## src/rtl/rsp_uart_tx.sv

```systemverilog
// Snoops Wishbone read completions and serialises each returned data byte onto a UART line (8N1, LSB first)
// through a small response FIFO.
module rsp_uart_tx #(
  parameter int unsigned BAUD_DIV = 434,
  parameter int unsigned DEPTH    = 16
) (
  input  logic                   clk_i,
  input  logic                   rst_i,
  input  logic                   stb_i,
  input  logic                   we_i,
  input  logic                   ack_i,
  input  logic [7:0]             dat_i,
  output logic                   dout,
  output logic                   busy,
  output logic [$clog2(DEPTH):0] level,
  output logic                   overflow
);

  localparam int unsigned AW = $clog2(DEPTH);
  localparam int unsigned LW = AW + 1;
  localparam int unsigned CW = 16;
  localparam logic [CW-1:0] BAUD_RELOAD = CW'(BAUD_DIV - 1);
  localparam logic [LW-1:0] FULL_LEVEL  = LW'(DEPTH);

  typedef enum logic [1:0] {
    IDLE  = 2'd0,
    START = 2'd1,
    DATA  = 2'd2,
    STOP  = 2'd3
  } state_t;

  state_t         state_q, state_d;
  logic [CW-1:0]  baud_q, baud_d;
  logic [2:0]     bit_q, bit_d;
  logic [7:0]     shreg_q, shreg_d;
  logic           dout_d, busy_d;

  logic [7:0]     mem [DEPTH];
  logic [AW-1:0]  wr_ptr, rd_ptr;
  logic           done_q;

  logic           cpl_c, push_req_c, pop_c, push_ok_c;

  // One push per read transaction; done_q blocks repeats until stb_i drops.
  assign cpl_c      = stb_i & ~we_i & ack_i;
  assign push_req_c = cpl_c & ~done_q;
  assign pop_c      = (state_q == IDLE) && (level != '0);
  assign push_ok_c  = push_req_c && ((level < FULL_LEVEL) || pop_c);

  always_ff @(posedge clk_i or negedge rst_i) begin
    if (!rst_i) begin
      done_q <= 1'b0;
    end else if (!stb_i) begin
      done_q <= 1'b0;
    end else if (push_req_c) begin
      done_q <= 1'b1;
    end
  end

  // FIFO pointers, occupancy and sticky overflow.
  always_ff @(posedge clk_i or negedge rst_i) begin
    if (!rst_i) begin
      wr_ptr   <= '0;
      rd_ptr   <= '0;
      level    <= '0;
      overflow <= 1'b0;
    end else begin
      if (push_ok_c) wr_ptr <= wr_ptr + AW'(1);
      if (pop_c)     rd_ptr <= rd_ptr + AW'(1);
      case ({push_ok_c, pop_c})
        2'b10:   level <= level + LW'(1);
        2'b01:   level <= level - LW'(1);
        default: level <= level;
      endcase
      if (push_req_c && !push_ok_c) overflow <= 1'b1;
    end
  end

  // Storage needs no reset; pointers define validity.
  always_ff @(posedge clk_i) begin
    if (push_ok_c) mem[wr_ptr] <= dat_i;
  end

  always_ff @(posedge clk_i or negedge rst_i) begin
    if (!rst_i) begin
      state_q <= IDLE;
      baud_q  <= '0;
      bit_q   <= '0;
      shreg_q <= '0;
      dout    <= 1'b1;
      busy    <= 1'b0;
    end else begin
      state_q <= state_d;
      baud_q  <= baud_d;
      bit_q   <= bit_d;
      shreg_q <= shreg_d;
      dout    <= dout_d;
      busy    <= busy_d;
    end
  end

  // Next-state logic; dout/busy are decoded from the next state so the registers line up with it.
  always_comb begin
    state_d = state_q;
    baud_d  = baud_q;
    bit_d   = bit_q;
    shreg_d = shreg_q;
    dout_d  = 1'b1;
    busy_d  = 1'b1;

    case (state_q)
      IDLE: begin
        if (pop_c) begin
          shreg_d = mem[rd_ptr];
          baud_d  = BAUD_RELOAD;
          bit_d   = 3'd0;
          state_d = START;
        end
      end
      START: begin
        if (baud_q == '0) begin
          baud_d  = BAUD_RELOAD;
          bit_d   = 3'd0;
          state_d = DATA;
        end else begin
          baud_d = baud_q - CW'(1);
        end
      end
      DATA: begin
        if (baud_q == '0) begin
          baud_d = BAUD_RELOAD;
          if (bit_q == 3'd7) begin
            state_d = STOP;
          end else begin
            bit_d = bit_q + 3'd1;
          end
        end else begin
          baud_d = baud_q - CW'(1);
        end
      end
      STOP: begin
        if (baud_q == '0) begin
          state_d = IDLE;
        end else begin
          baud_d = baud_q - CW'(1);
        end
      end
      default: state_d = IDLE;
    endcase

    case (state_d)
      IDLE:    busy_d = 1'b0;
      START:   dout_d = 1'b0;
      DATA:    dout_d = shreg_d[bit_d];
      default: dout_d = 1'b1;
    endcase
  end

endmodule
```

## config.mk

```make
export PLATFORM = sky130hd
export DESIGN_NAME = rsp_uart_tx
export DESIGN_NICKNAME = d
export VERILOG_FILES = /design/src/rtl/rsp_uart_tx.sv
export SDC_FILE = /design/constraint.sdc
export NUM_CORES = 1
export LEC_CHECK = 0
export CAP_MARGIN = 5
export CORE_AREA = 2 2 126 128
export DETAILED_ROUTE_END_ITERATION = 7
export DIE_AREA = 0 0 128 130
export PLACE_DENSITY = 0.68
export SYNTH_ARGS = -nofsm -noshare
export SYNTH_HDL_FRONTEND = slang
export SYNTH_SLANG_ARGS = --single-unit
```

## constraint.sdc

```tcl
create_clock -name clk_i -period 2.8 [get_ports clk_i]
set_clock_uncertainty 0.1 [all_clocks]
set_input_delay 0.56 -clock clk_i [delete_from_list [all_inputs] [get_ports clk_i]]
set_output_delay 0.56 -clock clk_i [all_outputs]
set_load 0.03 [all_outputs]
```

# [Word-level counts from Yosys, hierarchy flattened]
# Memories as Yosys holds them, arrays and structs flattened.
# Index checks and enable logic that the tools add are counted.
[op_classes] mux=26 magnitude_cmp=2 n_addsub=6 bitwise_logic=5 n_eq_ne=11 reduce_logical=12
[ops] operator="16-bit 2-to-1 mux" count=3
[ops] operator="16-bit case mux with 3 select lines" count=1
[ops] operator="16-bit zero test" count=1
[ops] operator="8-bit 2-to-1 mux" count=2
[ops] operator="16-bit by 1-bit subtractor with 16-bit output (second input constant)" count=1
[ops] operator="3-bit 2-to-1 mux" count=4
[ops] operator="2-bit 2-to-1 mux" count=5
[ops] operator="5-bit case mux with 2 select lines" count=1
[ops] operator="3-bit case mux with 3 select lines" count=1
[ops] operator="4-bit by 1-bit adder with 4-bit output (second input constant)" count=2
[ops] operator="2-bit == test (second input constant)" count=4
[ops] operator="2-bit case mux with 4 select lines" count=1
[ops] operator="2-bit by 1-bit == test with 1-bit output (second input constant)" count=3
[ops] operator="1-bit 2-to-1 mux" count=6
[ops] operator="5-bit by 1-bit adder with 5-bit output (second input constant)" count=1
[ops] operator="5-bit less-than comparator (second input constant)" count=1
[ops] operator="5-bit nonzero test" count=1
[ops] operator="5-bit by 1-bit subtractor with 5-bit output (second input constant)" count=1
[ops] operator="2-bit zero test" count=2
[ops] operator="3-bit by 4-bit less-than comparator with 1-bit output (second input constant)" count=1
[ops] operator="2-bit inequality test (second input constant)" count=2
[ops] operator="3-bit by 1-bit adder with 3-bit output (second input constant)" count=1
[ops] operator="1-bit AND" count=3
[ops] operator="1-bit binary-select mux with 3-bit select" count=1
[ops] operator="other kinds (10)" count=13
[totals] output_inout_bits=8 ramBits=128 register_bits=46 input_bits=13 mem_count=1
[mem_list] memory="mem" depth=16 word_bits=8 read_ports=1 rd_ports_with_merged_regs=0 wr=1 line="38" source="logic [7:0] mem [DEPTH];"

# [Longest topological paths before layout]
[depth] word_depth=7 mapped_depth=15

# [Worst setup path after synthesis]
# OpenSTA, ideal clock, no wires.
[synth_path] path_type="flip-flop to flip-flop" start="register level[0]" end="register level[4]" n_path_buf=0 stages_incl_launch_ff=11 arrival_time_ps=2888 setup_time_ps=136 slack_ps=-324 cell_sequence="dfrtp_1 > or4_1 > o21ai_2 > clkinv_1 > ha_1 > ha_1 > a21o_1 > a21oi_1 > xnor2_1 > nor2_1 > xor2_1"
[synth_between] elab_chain_cells=6
[synth_lines] item="from (decl)" line="15" source="output logic [$clog2(DEPTH):0] level,"
[synth_lines] item="from (signal assigned)" line="71" source="2'b10: level <= level + LW'(1);"
[synth_lines] item="from (signal assigned)" line="72" source="2'b01: level <= level - LW'(1);"
[synth_lines] item="from (signal assigned)" line="73" source="default: level <= level;"
[synth_lines] item="5-bit nonzero test (*)" line="47" source="assign pop_c = (state_q == IDLE) && (level != '0);"
[synth_lines] item="1-bit logical AND (*)" line="47"
[synth_lines] item="named net pop_c" line="42" source="logic cpl_c, push_req_c, pop_c, push_ok_c;"
[synth_lines] item="1-bit logical OR" line="48" source="assign push_ok_c = push_req_c && ((level < FULL_LEVEL) || pop_c);"
[synth_lines] item="1-bit logical AND" line="48"
[synth_lines] item="2-bit by 1-bit == test with 1-bit output / 2-bit == test (equally long branches)" line="70" source="case ({push_ok_c, pop_c})"
[synth_lines] item="5-bit case mux with 2 select lines / 2-bit nonzero test (equally long branches)"
# Mark *: on every way through the listed nets, which the timed path passes. The rest lies on a longest branch.
# A chain may end at the register's enable or synchronous reset.

# [Worst setup path in the final report]
[layout_path] start="register baud_q[3]" end="register baud_q[11]"
[layout_between] elab_chain_cells=3
[layout_lines] item="from (decl)" line="33" source="logic [CW-1:0] baud_q, baud_d;"
[layout_lines] item="from (signal assigned)" line="94" source="baud_q <= baud_d;"
[layout_lines] item="16-bit by 1-bit subtractor with 16-bit output / 16-bit zero test (equally long branches)"
[layout_lines] item="16-bit 2-to-1 mux, or another cell as far along" line="142" source="if (baud_q == '0) begin"
[layout_lines] item="16-bit case mux with 3 select lines / 2-bit AND reduction (equally long branches)"
# Parallel ways exist; a longest one is shown, timed or not. The select of a mux whose other input is x is not followed.

==> metrics.csv <==
stage,metric,value,unit
place,gpl congestion,0.851,
synthesis,dominant synthesized flop cell,edfxtp_1,
clock_tree,CTS tree,done,
synthesis,synthesized cell area,7460,µm²
grt,initial antenna violation count,0,
place,Port Buf Inserts,20,
min_path,hold path startpoint,overflow,
floorplan,row cnt,46,
grt,number of global-route vias before repair,4493,
final_layout,synth-to-layout area growth,18.8,%
clock_tree,"Clk pin slew, worst setup/hold paths",0.07,ns
grt,first-pass GRT wire length,23300,µm
synthesis,ys async rst share,0.264,
detailed_routing,DRC viols,0,
synthesis,Synth Area per Inst,15.3,µm²
detailed_routing,DR WL/cell,19.3,µm
setup_path,r2r startpoint,baud_q[3],
synthesis,library cells used by synthesis,55,
final_layout,share of cells above drive strength 1,0.245,
synthesis,area share of the largest cell type after synthesis,0.515,
timing,total negative slack,-0.0922,ns
timing,minimum clock period after layout,2.84,ns
setup_path,Worst Reg-to-Reg Cells,7,
synthesis,Syn Nets,516,
final_layout,Layout Utilization,0.574,
final_layout,antenna fix cells,0,
synthesis,YS warnings,0,
grt,met1 Usage GRT,0.232,
clock_tree,Skew-Pair Late Insertion Delay,0.43,ns
synthesis,Post-synth EDFFs,128,
detailed_routing,final wirelength,14500,µm
clock_tree,CTS root buf,clkbuf_16,
detailed_routing,DRT iter0 DRCs,306,
run_status,outcome,"complete, but fails checks",
grt,grt met3 use,0.0385,
run_status,failing checks,negative setup slack,
timing,final-report setup violation count,3,
final_layout,filler cell count,1200,
place,Cell Count Post-Placement,715,
setup_path,Worst Path Required,3.06,ns
setup_path,worst reg2reg setup slack,-0.04,ns
timing,final hold viol count,0,
timing,fin worst setup slack,-0.0375,ns
grt,Top Usage Layer GRT,met2,
detailed_routing,Vias/cell,5.70,
timing,Slew @ Worst Pin,0.815,ns
grt,largest net degree at the start of global routing,35,
detailed_routing,Detail Route Antenna Nets,0,
timing,WHS,0.356,ns
setup_path,nature of the critical path endpoint,flop,
pwr,power density cells,989,nW/µm²
synthesis,largest cells by area after synthesis,"edfxtp_1 52%, dfrtp_1 15%, mux4_2 9.7%",
setup_path,worst r2r dst,baud_q[11],
grt,M2 GR Usage,0.329,
clock_tree,total CTS buffers,17,
clock_tree,CTS H-tree lvls,4,
floorplan,# IOs,21,
synthesis,Mapped Cells,486,
timing,RSZ-0062 raised after global routing,true,
synthesis,post-synth top area cell,edfxtp_1,
timing,period utilization,1.01,
synthesis,post-synthesis sequential area ratio,0.670,
clock_tree,clk sink count,174,
floorplan,Die Span Y,130,µm
final_layout,area of the multi-input gates,2400,µm²
setup_path,critical path arrival,3.10,ns
final_layout,Final Instance Count excl. Fillers,752,
grt,global-route congestion overflow total,0,
synthesis,most common cell in the netlist,edfxtp_1,
setup_path,CP max FO,5,
final_layout,Reg area,5000,µm²
synthesis,top cells by instance count after synthesis,"128 x edfxtp_1, 45 x dfrtp_1, 35 x nor2_1, 32 x mux4_2, 28 x nand2_1",
detailed_routing,via count,4287,
pwr,Pleak,3.21,nW
synthesis,#FFs+latches synth,174,
grt,GR Util All Layers,0.190,
clock_tree,Max Buffers Root-to-Sink,2,
floorplan,Initial Util,0.484,
pwr,Max IR drop VDD,461,µV
timing,"Slew Viols, Final",0,
min_path,WHS Endpoint,overflow,
timing,Rel. slew slack,0.457,
min_path,Hold Path Class,reg2reg,
setup_path,crit path kind,reg2reg,
floorplan,die width,128,µm
setup_path,crit start category,flop,
floorplan,die footprint,16600,µm²
min_path,hold path cells,1,
final_layout,NumNets Final,577,
floorplan,core box area,15400,µm²
detailed_routing,DR pass1 iterations,4,
place,Post-DP HPWL,9410,µm
timing,Max Fclk,0.352,GHz
run,Max-cap violations,0,
==> cell families (layout without fill, tap and decap cells) <==
| logic type | after synthesis | count (layout) | synth area share |
|---|---|---|---|
| mux | 47 | 47 | 0.117 |
| simple gates | 117 | 117 | 0.0790 |
| flops | 174 | 174 | 0.670 |
| buf+inv | 40 | 114 | 0.0206 |
| fa+ha+maj | 17 | 17 | 0.0295 |
| compound gates | 78 | 78 | 0.0686 |
| xor+xnor | 13 | 13 | 0.0153 |
==> through the flow <==
| step | setup WS (ns) | power (mW) | area, µm² |
|---|---|---|---|
| floorplan | 0.00437 | 5.53 | 7510 |
| CTS | -0.0617 | 8.79 | 8810 |
| finish | -0.0375 | 8.76 | 8860 |
| detailed placement | -0.191 | 6.50 | 8200 |
| global placement | -0.0897 | 6.41 | 8200 |
| global route | -0.121 | 9.27 | 8860 |
==> where the power goes <==
group | switching, mW | leakage, nW | internal (mW) | total [mW]
Clock | 1.07 | 0.281 | 1.18 | 2.25
Combinational | 1.63 | 1.21 | 1.54 | 3.17
Sequential | 0.278 | 1.72 | 3.06 | 3.34
Total | 2.98 | 3.21 | 5.78 | 8.76
==> cells in the final DEF, fill, tap and decap left out, drive strengths merged, types with 3 or more instances in the layout <==
cell             n
edfxtp         128
dfrtp           45
buf             45
nor2            36
mux4            32
nand2           28
inv             23
o21ai           21
clkdlybuf4s50   19
clkbuf          17
a21oi           17
ha              16
mux2i           13
nor3            11
xnor2           10
nand2b           9
clkinv           9
nor2b            7
or3              6
o31ai            5
a211o            5
o22a             5
o22ai            5
a21o             4
a211oi           4
nand3            3
xor2             3
or4              3
nor4             3
==> cell type report <==
type / count / area share
flip-flops and latches: 174 / 0.564
clock buffers: 17 / 0.0480
inverters: 17 / 0.00777
clock inverters: 15 / 0.0171
repair buffers: 65 / 0.0647
multi-input cells: 272 / 0.271
well taps: 192 / 0.0271
==> registers in the layout (all words and copies together) (netlist names) <==
signal,count
state_q,2
done_q,1
bit_q,3
overflow,1
dout,1
mem,128
baud_q,16
level,5
shreg_q,8
busy,1
rd_ptr,4
wr_ptr,4
==> worst max-delay path by stage <==
| stage | start | end | slack, ns | cells past startpoint |
|---|---|---|---|---|
| final | baud_q[3] | baud_q[11] | -0.04 | 7 |
| after global routing | baud_q[3] | baud_q[11] | -0.12 | 7 |
| after CTS | baud_q[3] | baud_q[11] | -0.06 | 7 |
| after detailed placement | ack_i | level[4] | -0.19 | 14 |
| after global placement | ack_i | level[4] | -0.09 | 14 |
| after floorplan | level[0] | level[4] | 0.004 | 12 |
==> timing repair <==
action                                  CTS  global route
endpoints found under the hold margin    13             0
pin swaps                                 2             4
endpoints found under the setup margin    3             5
gates resized for setup                   2             7
hold buffers                              1             0
buffers inserted                          2             2
==> metal layers <==
layer  vias up  wire [µm]
met3        27        398
met1      2192       6240
li1       1982          -
met2        86       7540
met4         0        322
met5         -          0
==> critical path: stages (launching register included) <==
cell,delay (ns)
dfrtp_1,0.38
or4_4,0.54
or2_1,0.23
or3_4,0.34
or3_4,0.34
or3_4,0.38
or3_4,0.34
a21oi_2,0.11
Note: power is estimated with default switching activity, not from simulation.
